`config.mk`:
```
export PLATFORM = sky130hd
export DESIGN_NAME = keypad_scanner_gen
export DESIGN_NICKNAME = d
export VERILOG_FILES = /design/src/rtl/keypad_scanner_gen.sv
export SDC_FILE = /design/constraint.sdc
export NUM_CORES = 1
export LEC_CHECK = 0
export CAP_MARGIN = 30
export CELL_PAD_IN_SITES_DETAIL_PLACEMENT = 1
export CELL_PAD_IN_SITES_GLOBAL_PLACEMENT = 2
export CORE_MARGIN = 8
export CORE_UTILIZATION = 37
export DETAILED_ROUTE_END_ITERATION = 8
export GPL_TIMING_DRIVEN = 0
export PLACE_DENSITY_LB_ADDON = 0.1
export SYNTH_ARGS = -nofsm -noshare
export SYNTH_HDL_FRONTEND = slang
export SYNTH_SLANG_ARGS = --single-unit
```
`constraint.sdc`:
```
create_clock -name clk -period 3.1 [get_ports clk]
set_input_delay 0.62 -clock clk [delete_from_list [all_inputs] [get_ports clk]]
set_output_delay 0.62 -clock clk [all_outputs]
set_load 0.02 [all_outputs]
```
`src/rtl/keypad_scanner_gen.sv`:
```
// Matrix keypad scanner: one-hot column drive, 2-flop row sync, debounce, ghost reject, event FIFO.
// Latency: row edge to FIFO push <= 2 + SCAN_CYCLES + DEBOUNCE_CYCLES + 1 clk; evt_valid one clk after push.
// Backpressure: evt_valid/evt_ready; events arriving while the FIFO is full are dropped with an overflow pulse.
// Optional: define KEYPAD_RELEASE_EVT_EN to also queue a release event after each accepted press.
module keypad_scanner_gen #(
    parameter int NROWS           = 4,
    parameter int NCOLS           = 4,
    parameter int DEBOUNCE_CYCLES = 2400000,
    parameter int SCAN_CYCLES     = 4,
    parameter int FIFO_DEPTH      = 4,
    localparam int CODE_W         = $clog2(NROWS * NCOLS)
) (
    input  logic              clk,
    input  logic              reset,
    input  logic [NROWS-1:0]  row,
    output logic [NCOLS-1:0]  col,
    output logic              evt_valid,
    input  logic              evt_ready,
    output logic [CODE_W-1:0] evt_code,
    output logic              evt_release,
    output logic              overflow,
    output logic              busy
);

    localparam int CNT_W  = $clog2(DEBOUNCE_CYCLES);
    localparam int DW_W   = $clog2(SCAN_CYCLES);
    localparam int CIDX_W = $clog2(NCOLS);
    localparam int RIDX_W = $clog2(NROWS);
    localparam int FCNT_W = $clog2(FIFO_DEPTH + 1);
    localparam int FIDX_W = $clog2(FIFO_DEPTH);

    typedef enum logic [2:0] {
        SCAN     = 3'd0,
        DEBOUNCE = 3'd1,
        PRESS    = 3'd2,
        HOLD     = 3'd3,
        REL_DEB  = 3'd4
    } state_t;

    // Synchroniser and scan state
    logic [NROWS-1:0]  row_meta;
    logic [NROWS-1:0]  rs;
    state_t            state, state_n;
    logic [DW_W-1:0]   dwell_cnt, dwell_n;
    logic [CNT_W-1:0]  deb_cnt, deb_n;
    logic [CIDX_W-1:0] col_idx, col_idx_n;
    logic [NROWS-1:0]  rlat, rlat_n;
    logic [CIDX_W-1:0] clat, clat_n;

    // Event generation
    logic              rlat_onehot;
    logic [RIDX_W-1:0] row_idx;
    logic [CODE_W-1:0] push_code;
    logic              push;
    logic              push_rel;

    // Event FIFO (shift-register style: entry 0 is always the head)
    logic [CODE_W-1:0] fifo_code [FIFO_DEPTH];
    logic [CODE_W-1:0] code_n    [FIFO_DEPTH];
`ifdef KEYPAD_RELEASE_EVT_EN
    logic              fifo_rel  [FIFO_DEPTH];
    logic              rel_n     [FIFO_DEPTH];
`endif
    logic [FCNT_W-1:0] fifo_cnt, cnt_n;
    logic [FIDX_W-1:0] wr_idx;
    logic              fifo_full;
    logic              pop;
    logic              ovf_n;

    // Two-flop synchroniser for the asynchronous row returns
    always_ff @(posedge clk) begin
        if (reset) begin
            row_meta <= '0;
            rs       <= '0;
        end else begin
            row_meta <= row;
            rs       <= row_meta;
        end
    end

    assign col         = NCOLS'(1) << col_idx;
    assign busy        = (state != SCAN);
    assign rlat_onehot = $onehot(rlat);
    assign push_code   = CODE_W'(int'(row_idx) * NCOLS + int'(clat));

    // Row index of the latched (one-hot) row pattern
    always_comb begin
        row_idx = '0;
        for (int i = 0; i < NROWS; i++) begin
            if (rlat[i]) row_idx = RIDX_W'(i);
        end
    end

    // Scan FSM state and counter registers
    always_ff @(posedge clk) begin
        if (reset) begin
            state     <= SCAN;
            dwell_cnt <= '0;
            deb_cnt   <= '0;
            col_idx   <= '0;
            rlat      <= '0;
            clat      <= '0;
        end else begin
            state     <= state_n;
            dwell_cnt <= dwell_n;
            deb_cnt   <= deb_n;
            col_idx   <= col_idx_n;
            rlat      <= rlat_n;
            clat      <= clat_n;
        end
    end

    // Scan FSM next state: column dwell, press debounce, hold, release debounce
    always_comb begin
        state_n   = state;
        dwell_n   = dwell_cnt;
        deb_n     = deb_cnt;
        col_idx_n = col_idx;
        rlat_n    = rlat;
        clat_n    = clat;
        push      = 1'b0;
        push_rel  = 1'b0;
        case (state)
            SCAN: begin
                if (dwell_cnt == DW_W'(SCAN_CYCLES - 1)) begin
                    dwell_n = '0;
                    if (rs == '0) begin
                        col_idx_n = (col_idx == CIDX_W'(NCOLS - 1)) ? '0 : col_idx + 1'b1;
                    end else begin
                        rlat_n  = rs;
                        clat_n  = col_idx;
                        deb_n   = '0;
                        state_n = DEBOUNCE;
                    end
                end else begin
                    dwell_n = dwell_cnt + 1'b1;
                end
            end
            DEBOUNCE: begin
                if (rs != rlat) begin
                    // Row pattern changed before settling: resume scanning this column
                    state_n = SCAN;
                    dwell_n = '0;
                end else if (deb_cnt == CNT_W'(DEBOUNCE_CYCLES - 1)) begin
                    // Multi-key patterns are ghost-prone: wait for release without an event
                    state_n = rlat_onehot ? PRESS : HOLD;
                end else begin
                    deb_n = deb_cnt + 1'b1;
                end
            end
            PRESS: begin
                push    = 1'b1;
                state_n = HOLD;
            end
            HOLD: begin
                if (rs == '0) begin
                    deb_n   = '0;
                    state_n = REL_DEB;
                end
            end
            REL_DEB: begin
                if (rs != '0) begin
                    state_n = HOLD;
                end else if (deb_cnt == CNT_W'(DEBOUNCE_CYCLES - 1)) begin
                    state_n = SCAN;
                    dwell_n = '0;
`ifdef KEYPAD_RELEASE_EVT_EN
                    push     = rlat_onehot;
                    push_rel = 1'b1;
`endif
                end else begin
                    deb_n = deb_cnt + 1'b1;
                end
            end
            default: begin
                state_n = SCAN;
                dwell_n = '0;
            end
        endcase
    end

    assign evt_valid = (fifo_cnt != '0);
    assign fifo_full = (fifo_cnt == FCNT_W'(FIFO_DEPTH));
    assign pop       = evt_valid && evt_ready;
    assign evt_code  = fifo_code[0];
`ifdef KEYPAD_RELEASE_EVT_EN
    assign evt_release = fifo_rel[0];
`else
    assign evt_release = 1'b0;
`endif

    // FIFO next contents: pop shifts toward the head, push lands behind the last valid entry
    always_comb begin
        code_n = fifo_code;
`ifdef KEYPAD_RELEASE_EVT_EN
        rel_n  = fifo_rel;
`endif
        cnt_n  = fifo_cnt;
        ovf_n  = 1'b0;
        wr_idx = '0;
        if (pop) begin
            for (int i = 0; i < FIFO_DEPTH - 1; i++) begin
                code_n[i] = fifo_code[i+1];
`ifdef KEYPAD_RELEASE_EVT_EN
                rel_n[i]  = fifo_rel[i+1];
`endif
            end
            code_n[FIFO_DEPTH-1] = '0;
`ifdef KEYPAD_RELEASE_EVT_EN
            rel_n[FIFO_DEPTH-1]  = 1'b0;
`endif
            cnt_n = fifo_cnt - 1'b1;
        end
        if (push) begin
            if (pop || !fifo_full) begin
                wr_idx = pop ? FIDX_W'(fifo_cnt - 1'b1) : FIDX_W'(fifo_cnt);
                code_n[wr_idx] = push_code;
`ifdef KEYPAD_RELEASE_EVT_EN
                rel_n[wr_idx]  = push_rel;
`endif
                cnt_n = pop ? fifo_cnt : fifo_cnt + 1'b1;
            end else begin
                ovf_n = 1'b1;
            end
        end
    end

    // FIFO storage, occupancy and overflow pulse registers
    always_ff @(posedge clk) begin
        if (reset) begin
            for (int i = 0; i < FIFO_DEPTH; i++) begin
                fifo_code[i] <= '0;
`ifdef KEYPAD_RELEASE_EVT_EN
                fifo_rel[i]  <= 1'b0;
`endif
            end
            fifo_cnt <= '0;
            overflow <= 1'b0;
        end else begin
            fifo_code <= code_n;
`ifdef KEYPAD_RELEASE_EVT_EN
            fifo_rel  <= rel_n;
`endif
            fifo_cnt  <= cnt_n;
            overflow  <= ovf_n;
        end
    end

endmodule

```
---- Word-level counts from Yosys, hierarchy flattened ----
Cells that the tools add are included.
word-level totals
  flip-flop bits (word level) ............. 63
  bits in latches ......................... 0
  memory bits (writable) .................. 0
  bits in read-only memories .............. 0
  bits of input ports ..................... 7
  output and inout bits ................... 12
  word-level logic and storage cells ...... 105
  memories kept ........................... 0
operators by class
  add/subtract/negate cells ............... 9
  $mul .................................... 0
  div/mod/pow operators ................... 0
  order comparisons ....................... 2
  eq/ne operators ......................... 20
  shifts and indexed selects .............. 1
  multiplexer cells ....................... 38
  bitwise logic cells ..................... 4
  reduce and logical (&&, ||, !) cells .... 17
operators with widths
  cell                                                                   number
  22-bit two-way mux                                                     6
  22-bit case mux with 4 select lines                                    1
  16-bit two-way mux                                                     3
  3-bit two-way mux                                                      11
  22-bit by 1-bit adder with 22-bit output, second input constant        1
  22-bit equality test, second input constant                            1
  16-bit bitwise mux                                                     1
  2-bit two-way mux                                                      8
  3-bit case mux with 5 select lines                                     1
  2-bit != test, second input constant                                   7
  3-bit != test, second input constant                                   3
  4-bit demux with 2-bit select                                          1
  2-bit case mux with 4 select lines                                     1
  4-bit nonzero test                                                     2
  3-bit by 1-bit equality test with 1-bit output, second input constant  2
  3-bit by 2-bit equality test with 1-bit output, second input constant  2
  3-bit equality test, second input constant                             2
  3-bit AND reduction                                                    2
  6-bit AND reduction                                                    1
  3-bit nonzero test                                                     2
  5-bit AND reduction                                                    1
  1-bit by 1-bit adder with 2-bit output                                 2
  2-bit by 1-bit adder with 2-bit output, second input constant          2
  4-bit by 2-bit adder with 4-bit output                                 1
  other kinds (19)                                                       27

---- Depth between registers and ports, before layout ----
Gate-level depths: netlist (run 1).
  word-level depth ........................ 11
  mapped depth ............................ 11

---- Least setup slack after synthesis (run 1) ----
OpenSTA, ideal clock, no wires.
  path type ............................... register to register
  from .................................... register fifo_cnt[0]
  to ...................................... register fifo_code[2] (netlist name)
  arrival time ............................ 2209 ps
  required time ........................... 3035 ps
  path slack .............................. 826 ps
  cell stages (with the launch flop) ...... 10
  buffers on the path ..................... 2
  period minus slack after synthesis ...... 2274 ps
  path through ............................ dfxtp_1 -> clkbuf_1 -> inv_1 -> ha_1 -> nor2b_1 -> clkbuf_1 -> or4_1 -> a21oi_2 -> mux2_2 -> nor2_1
on the way
  cells in the longest elaborated chain, start to end .. 11
ends and longest elaborated chain
  what                                                                                                  RTL line  RTL
  start: declaration                                                                                    64        logic [FCNT_W-1:0] fifo_cnt, cnt_n;
  start signal: assignment                                                                              244       fifo_cnt <= cnt_n;
  parallel branches: the longest is 10 deep, another holds 3-bit by 1-bit subtractor with 3-bit output  -
  16-bit two-way mux (*)                                                                                214       if (push) begin
  end signal: assignment                                                                                240       fifo_code <= code_n;
  end: declaration                                                                                      58        logic [CODE_W-1:0] fifo_code [FIFO_DEPTH];
Every way passes the cells marked *.
A chain may end at the register's enable or synchronous reset.

---- Worst setup path after layout (run 1) ----
  from .................................... register fifo_cnt[0]
  to ...................................... output evt_valid
on the way
  cells in the longest elaborated chain, start to end .. 1
ends and longest elaborated chain
  what                RTL line  RTL
  3-bit nonzero test  182       assign evt_valid = (fifo_cnt != '0);
  end: declaration    17        output logic evt_valid,
Every way passes these cells.

==> results.json, run 1 <==
{
  "synth_cells": 416,
  "maxSlewHeadroom_pct": 45.2,
  "dp_hpwl_mm": 7.55,
  "synth_area_per_cell_um2": 8.55,
  "grt_pass1_vias": 3398,
  "yosysMostFrequentCell": "dfxtp_1",
  "slew_violations": 0,
  "fin_nets": 462,
  "numCtsBuffers": 9,
  "fin_util_pct": 44.4,
  "synth_cell_types": 70,
  "synth_area_leaders": "dfxtp_1 35%, nand2_1 3.9%, ha_1 3.9%, a311oi_1 3.0%, nor2_1 2.9%",
  "rows": 35,
  "antenna_cells": 0,
  "cp.required_ns": 2.48,
  "clk_pin_slew_ns": 0.07,
  "cts_tree": "done",
  "synthFlopType": "dfxtp_1",
  "antenna_found_initial": 0,
  "cts_hold_buf": 0,
  "cts_root_buffer": "clkbuf_8",
  "period_minus_slack_ns": 2.62,
  "cts_setup_buffers": 0,
  "drt_pre_antenna_iters": 4,
  "grt_pass1_wl_mm": 17.4,
  "cts_max_path_buffers": 2,
  "drive_above_1_share_pct": 13.6,
  "worstHoldStart": "row_meta[0]$_SDFF_PP0_",
  "async_flop_share_pct": 0,
  "fin_crit_sh_pct": 84.5,
  "h-tree-depth": 3,
  "worstHoldPathCells": 1,
  "grt_max_degree": 13,
  "finalHoldViolations": 0,
  "status": "finished, final reports clean",
  "io_pins": 19,
  "initial_core_util_pct": 38.3,
  "fp.dieH_um": 114,
  "hold_end": "rs[0]$_SDFF_PP0_",
  "place.gp.congestion": 0.801,
  "leakage_nw": 1.46,
  "holdWs_ns": 0.442,
  "synth_top_cell_by_area": "dfxtp_1",
  "portBuffers": 17,
  "syn_to_final_growth_pct": 15.9,
  "synth_edf_count": 0,
  "fp.dieArea_mm2": 0.0130,
  "critPathLaunchType": "flip-flop",
  "vias": 3288,
  "overflow": 0,
  "r2r_end": "evt_code[1]$_SDFF_PP0_",
  "syn_nets": 435,
  "skew_ns": 0.0120,
  "syn_area_mm2": 0.00356,
  "detail_route.vias_per_cell": 5.70,
  "cp.arrival_ns": 2.00,
  "path_max_fanout": 10,
  "worstReg2RegStart": "fifo_cnt[0]$_SDFFE_PP0P_",
  "post-route-drc-count": 0,
  "synth-seq-cells": 63,
  "clk_latency_ns": 0.35,
  "fp.dieW_um": 114,
  "antenna_left": 0,
  "worst_ir_drop_vdd_mv": 0.246,
  "track_usage_pct": 16.8,
  "cts.sinks": 63,
  "wl_mm": 10.3,
  "worstMarginPinSlew_ns": 0.815,
  "setup_tns_ns": 0,
  "reg2reg_depth": 8,
  "max_freq_mhz": 382,
  "drv_cap": 0,
  "core_area_mm2": 0.00928,
  "ys_seq_area_share_pct": 35.5,
  "r2r_slack_ns": 0.63,
  "setup_viol": 0,
  "endpoint_kind": "output port",
  "rsz0062_at_grt": "no",
  "yosysTopAreaCellShare_pct": 35.5,
  "yosysWarnings": 0,
  "power_density_mw_per_mm2": 629,
  "avgRoutedWirePerCell_um": 17.8,
  "first_iter_violations": 154,
  "critPathKind": "reg -> out",
  "hold_class": "reg -> reg",
  "synth_common_cells": "63 x dfxtp_1, 37 x nand2_1, 27 x nor2_1"
}
-- cell families (layout without fill, tap and decap cells) --
| logic type | Yosys count | count (layout) | synth area share, % |
|---|---|---|---|
| XOR/XNOR | 6 | 6 | 1.48 |
| adder cells (fa/ha/maj) | 12 | 12 | 4.43 |
| AND/OR/NAND/NOR | 164 | 164 | 26.5 |
| AO/OA/AOI/OAI | 113 | 113 | 22.3 |
| multiplexers | 11 | 11 | 3.55 |
| buffers and inverters | 46 | 78 | 6.12 |
| flip-flops | 63 | 63 | 35.5 |
| other | 1 | 1 | 0.105 |
-- report_power, final --
part | internal [mW] | switching, mW | leakage, nW
Clock | 0.478 | 0.358 | 0.113
Sequential | 0.860 | 0.0593 | 0.511
Combinational | 0.300 | 0.535 | 0.835
Total | 1.64 | 0.952 | 1.46
-- registers in the layout (all words and copies together) (netlist names) --
| name | flops |
|---|---|
| clat | 2 |
| col_idx | 2 |
| deb_cnt | 22 |
| dwell_cnt | 2 |
| evt_code | 4 |
| fifo_cnt | 3 |
| fifo_code | 12 |
| overflow | 1 |
| rlat | 4 |
| row_meta | 4 |
| rs | 4 |
| state | 3 |
-- per-layer routing --
metal	up-vias	share of wire (%)	track usage, %
li1	1601	-	-
met1	1639	44	19.4
met2	38	52	30.0
met3	10	2.9	3.17
met4	0	1.0	5.86
met5	-	0	0
-- per-stage QoR --
step | area (um2) | power [mW] | instances | setup WS [ns]
after floorplan | 3560 | 1.52 | 416 | 0.826
after global routing | 4120 | 2.75 | 577 | 0.326
final | 4120 | 2.59 | 577 | 0.480
after global placement | 3890 | 1.76 | 562 | 0.242
after detailed placement | 3890 | 1.78 | 562 | 0.195
after CTS | 4120 | 2.61 | 577 | 0.0526
-- layout make-up --
cell class	instances	area (um2)
fillers	1107	5160
multi-input cells	307	2080
flip-flops and latches	63	1260
repair buffers	17	173
well taps	129	161
plain buffers	28	151
clock buffers	10	138
clock inverters	6	93.8
inverters	17	63.8
-- placed cells by master (no fill, tap or decap), types with 11 or more instances in the layout --
master           instances
nor2_1                  27
dfxtp_1                 62
nand2_1                 37
a31oi_1                 11
inv_1                   17
ha_1                    11
clkdlybuf4s50_1         16
a311oi_1                12
a211oi_1                13
o21ai_0                 11
and3_1                  14
nand3_1                 19
clkbuf_1                11
a21oi_1                 19
nor2b_1                 12
-- worst max-delay path by stage --
stage | from | endpoint | slack [ns] | cells past startpoint
floorplan | fifo_cnt[0]$_SDFFE_PP0P_ | fifo_code[2]$_SDFF_PP0_ | 0.83 | 9
global placement | fifo_cnt[0]$_SDFFE_PP0P_ | evt_valid | 0.24 | 8
detailed placement | fifo_cnt[0]$_SDFFE_PP0P_ | evt_valid | 0.19 | 8
CTS | fifo_cnt[0]$_SDFFE_PP0P_ | evt_valid | 0.05 | 7
global route | fifo_cnt[0]$_SDFFE_PP0P_ | evt_valid | 0.33 | 7
finish | fifo_cnt[0]$_SDFFE_PP0P_ | evt_valid | 0.48 | 7
-- timing repair --
item                                    4_1_cts  5_1_grt
endpoints found under the hold margin         0        0
gates resized for setup                       1        3
endpoints found under the setup margin        1        1
pin swaps                                     0        0
-- worst max-delay path, stage by stage (launching register included) --
cell	delay, ns
dfxtp_2	0.42
inv_1	0.13
ha_1	0.26
nor2b_1	0.14
clkbuf_2	0.15
inv_1	0.09
buf_2	0.20
dlymetal6s2s_1	0.25
No activity file was read; power rests on OpenSTA's default activity.
==> inputs of run 2 (changes only) <==
==> constraint.sdc (replaced) <==
create_clock -name clk -period 2.6 [get_ports clk]
set_input_delay 0.52 -clock clk [delete_from_list [all_inputs] [get_ports clk]]
set_output_delay 0.52 -clock clk [all_outputs]
set_load 0.02 [all_outputs]
==> run 2 against run 1 <==
First-iteration DRC count unchanged. Register-to-register slack worse by 0.39 ns. Die area did not move. Routed wire length about the same. Final cell count unchanged. Total power is 20% higher. Combinational power is 21% higher. Critical path type unchanged. Critical path depth stayed put.
==> results.json, run 2 (synthesis results as in run 1) <==
{
  "worstHoldPathCells": 1,
  "hold_end": "rs[0]$_SDFF_PP0_",
  "portBuffers": 17,
  "seqPwrFrac_pct": 35.4,
  "avgRoutedWirePerCell_um": 17.8,
  "place.gp.congestion": 0.801,
  "cts_tree": "done",
  "largest_reg_flops": 22,
  "cts_root_buffer": "clkbuf_8",
  "cts.sinks": 63,
  "worstPathCellList": "inv_1, ha_2, nor2b_1, buf_2, inv_1, clkbuf_4, clkdlybuf4s15_2",
  "wl_mm": 10.3,
  "dp_hpwl_mm": 7.55,
  "first_iter_violations": 154,
  "p_switching_mw": 1.14,
  "finalHoldViolations": 0,
  "vias": 3274,
  "reg2reg_depth": 8,
  "startpoint": "fifo_cnt[0]$_SDFFE_PP0P_",
  "worst_slack_ns": 0.165,
  "critPathLaunchType": "flip-flop",
  "hold_class": "reg -> reg",
  "cts_max_path_buffers": 2,
  "cp_slowest_cell": "dfxtp_4",
  "grt_pass1_vias": 3392,
  "worst-path-buf-inv": 5,
  "post-place-ws_ns": -0.205,
  "path_delay_family": "buffers and inverters",
  "syn_to_final_growth_pct": 16.0,
  "slowest_delay_ns": 0.38,
  "dp.cells": 562,
  "leakage_nw": 1.45,
  "wl_met2_mm": 5.38,
  "cp.required_ns": 2.08,
  "endpoint_kind": "output port",
  "slew_violations": 0,
  "core_area_mm2": 0.00928,
  "drv_cap": 0,
  "fp.dieH_um": 114,
  "clk_latency_ns": 0.35,
  "worstReg2RegStart": "fifo_cnt[0]$_SDFFE_PP0P_",
  "cts_setup_buffers": 0,
  "switching_share_pct": 36.6,
  "antenna_cells": 0,
  "rsz0062_at_grt": "no",
  "placed_cell_area_mm2": 0.00389,
  "highest_layer": "met4",
  "power.internal_mw": 1.97,
  "fillers": 1106,
  "power_density_mw_per_mm2": 752,
  "fp.dieArea_mm2": 0.0130,
  "met3_length_um": 241,
  "cp.arrival_ns": 1.91,
  "worst_ir_drop_vdd_mv": 0.293,
  "worstHoldStart": "row_meta[0]$_SDFF_PP0_",
  "period_minus_slack_ns": 2.43,
  "rows": 35,
  "wl_met1_mm": 4.57,
  "post-route-drc-count": 0,
  "seqCellArea_mm2": 0.00126,
  "grt_max_degree": 13,
  "setup_tns_ns": 0,
  "design_area_mm2": 0.00413,
  "h-tree-depth": 3,
  "max_freq_mhz": 411,
  "maxSlewHeadroom_pct": 45.3,
  "antenna_left": 0,
  "r2r_slack_ns": 0.24,
  "worstMarginPinSlew_ns": 0.814,
  "io_pins": 19,
  "overflow": 0,
  "fin_crit_sh_pct": 93.7,
  "top_regs": "deb_cnt (22), fifo_code (12)",
  "clockPowerShare_pct": 32.1,
  "grt_pass1_wl_mm": 17.4,
  "path_max_fanout": 10,
  "fin_nets": 462,
  "layout_commonest_cell": "dfxtp_1",
  "final_cell_mix": "62 x dfxtp_1, 37 x nand2_1, 27 x nor2_1",
  "detail_route.vias_per_cell": 5.67,
  "antenna_found_initial": 0,
  "fp.dieW_um": 114,
  "setup_viol": 0,
  "status": "finished, final reports clean",
  "power.share.combinational_pct": 32.5,
  "skew_ns": 0.0117,
  "initial_core_util_pct": 38.3,
  "stdcell_count": 577,
  "numCtsBuffers": 9,
  "regMostFlops": "deb_cnt",
  "drive_above_1_share_pct": 14.3,
  "r2r_end": "evt_code[1]$_SDFF_PP0_",
  "multiInputGateArea_mm2": 0.00208,
  "critPathKind": "reg -> out",
  "clk_pin_slew_ns": 0.07,
  "drt_pre_antenna_iters": 4,
  "total_power_mw": 3.10,
  "track_usage_pct": 16.8,
  "crit_path_frequent_cell": "inv_1"
}
==> run 2: cell types whose count changed in the layout (fill, tap and decap cells not counted), sizes merged <==
cell / before / now
dlymetal6s2s: 1 / 0
clkdlybuf4s15: 0 / 1
==> run 2: repair_timing <==
| item | 4_1_cts | 5_1_grt |
|---|---|---|
| resized for setup | 5 | 5 |
| hold buffers | 0 | 0 |
| setup endpoints to repair | 12 | 5 |
| endpoints found under the hold margin | 0 | 0 |
==> run 2: how the worst max path moves through the flow <==
stage / depth (start not counted) / slack, ns / endpoint
2_1_floorplan: 9 / 0.33 / fifo_code[2]$_SDFF_PP0_
3_3_place_gp: 8 / -0.16 / evt_valid
3_5_place_dp: 8 / -0.21 / evt_valid
4_1_cts: 7 / 0.04 / evt_valid
5_1_grt: 7 / 0.01 / evt_valid
6_report: 7 / 0.17 / evt_valid
==> run 2: worst register-to-register path, delay by kind of cell (launching register included) <==
kind	cells	cell delay [ns]
AND/OR/NAND/NOR	3	0.77
flip-flops	1	0.40
adder cells (fa/ha/maj)	1	0.22
buffers and inverters	2	0.27
multiplexers	2	0.59
==> run 2: power groups by stage <==
stage | clock network, mW | logic (mW) | registers (mW)
global placement | 0 | 1.00 | 1.10
global route | 1.07 | 1.12 | 1.11
floorplan | 0 | 0.727 | 1.09
finish | 0.996 | 1.01 | 1.10
detailed placement | 0 | 1.02 | 1.10
CTS | 1.02 | 1.00 | 1.10
==> run 2: area by class of cell <==
cell class | instances | area share (%)
multi-input combinational | 307 | 50.4
sequential | 63 | 30.7
timing repair buffer | 17 | 4.15
tap | 129 | 3.91
buffer | 28 | 3.73
clock buffer | 10 | 3.34
clock inverter | 6 | 2.27
inverter | 17 | 1.55
==> run 2: metal layers <==
layer	global-route usage, %	vias up
met4	5.86	0
li1	-	1601
met2	30.0	29
met1	19.4	1636
met5	0	-
met3	3.17	8
==> run 2: metrics by stage <==
stage	util, %	hold slack [ns]
floorplan	-	0.414
global placement	41.9	0.419
detailed placement	41.9	0.428
finish	44.4	0.442
global route	44.4	0.457
CTS	44.4	0.447
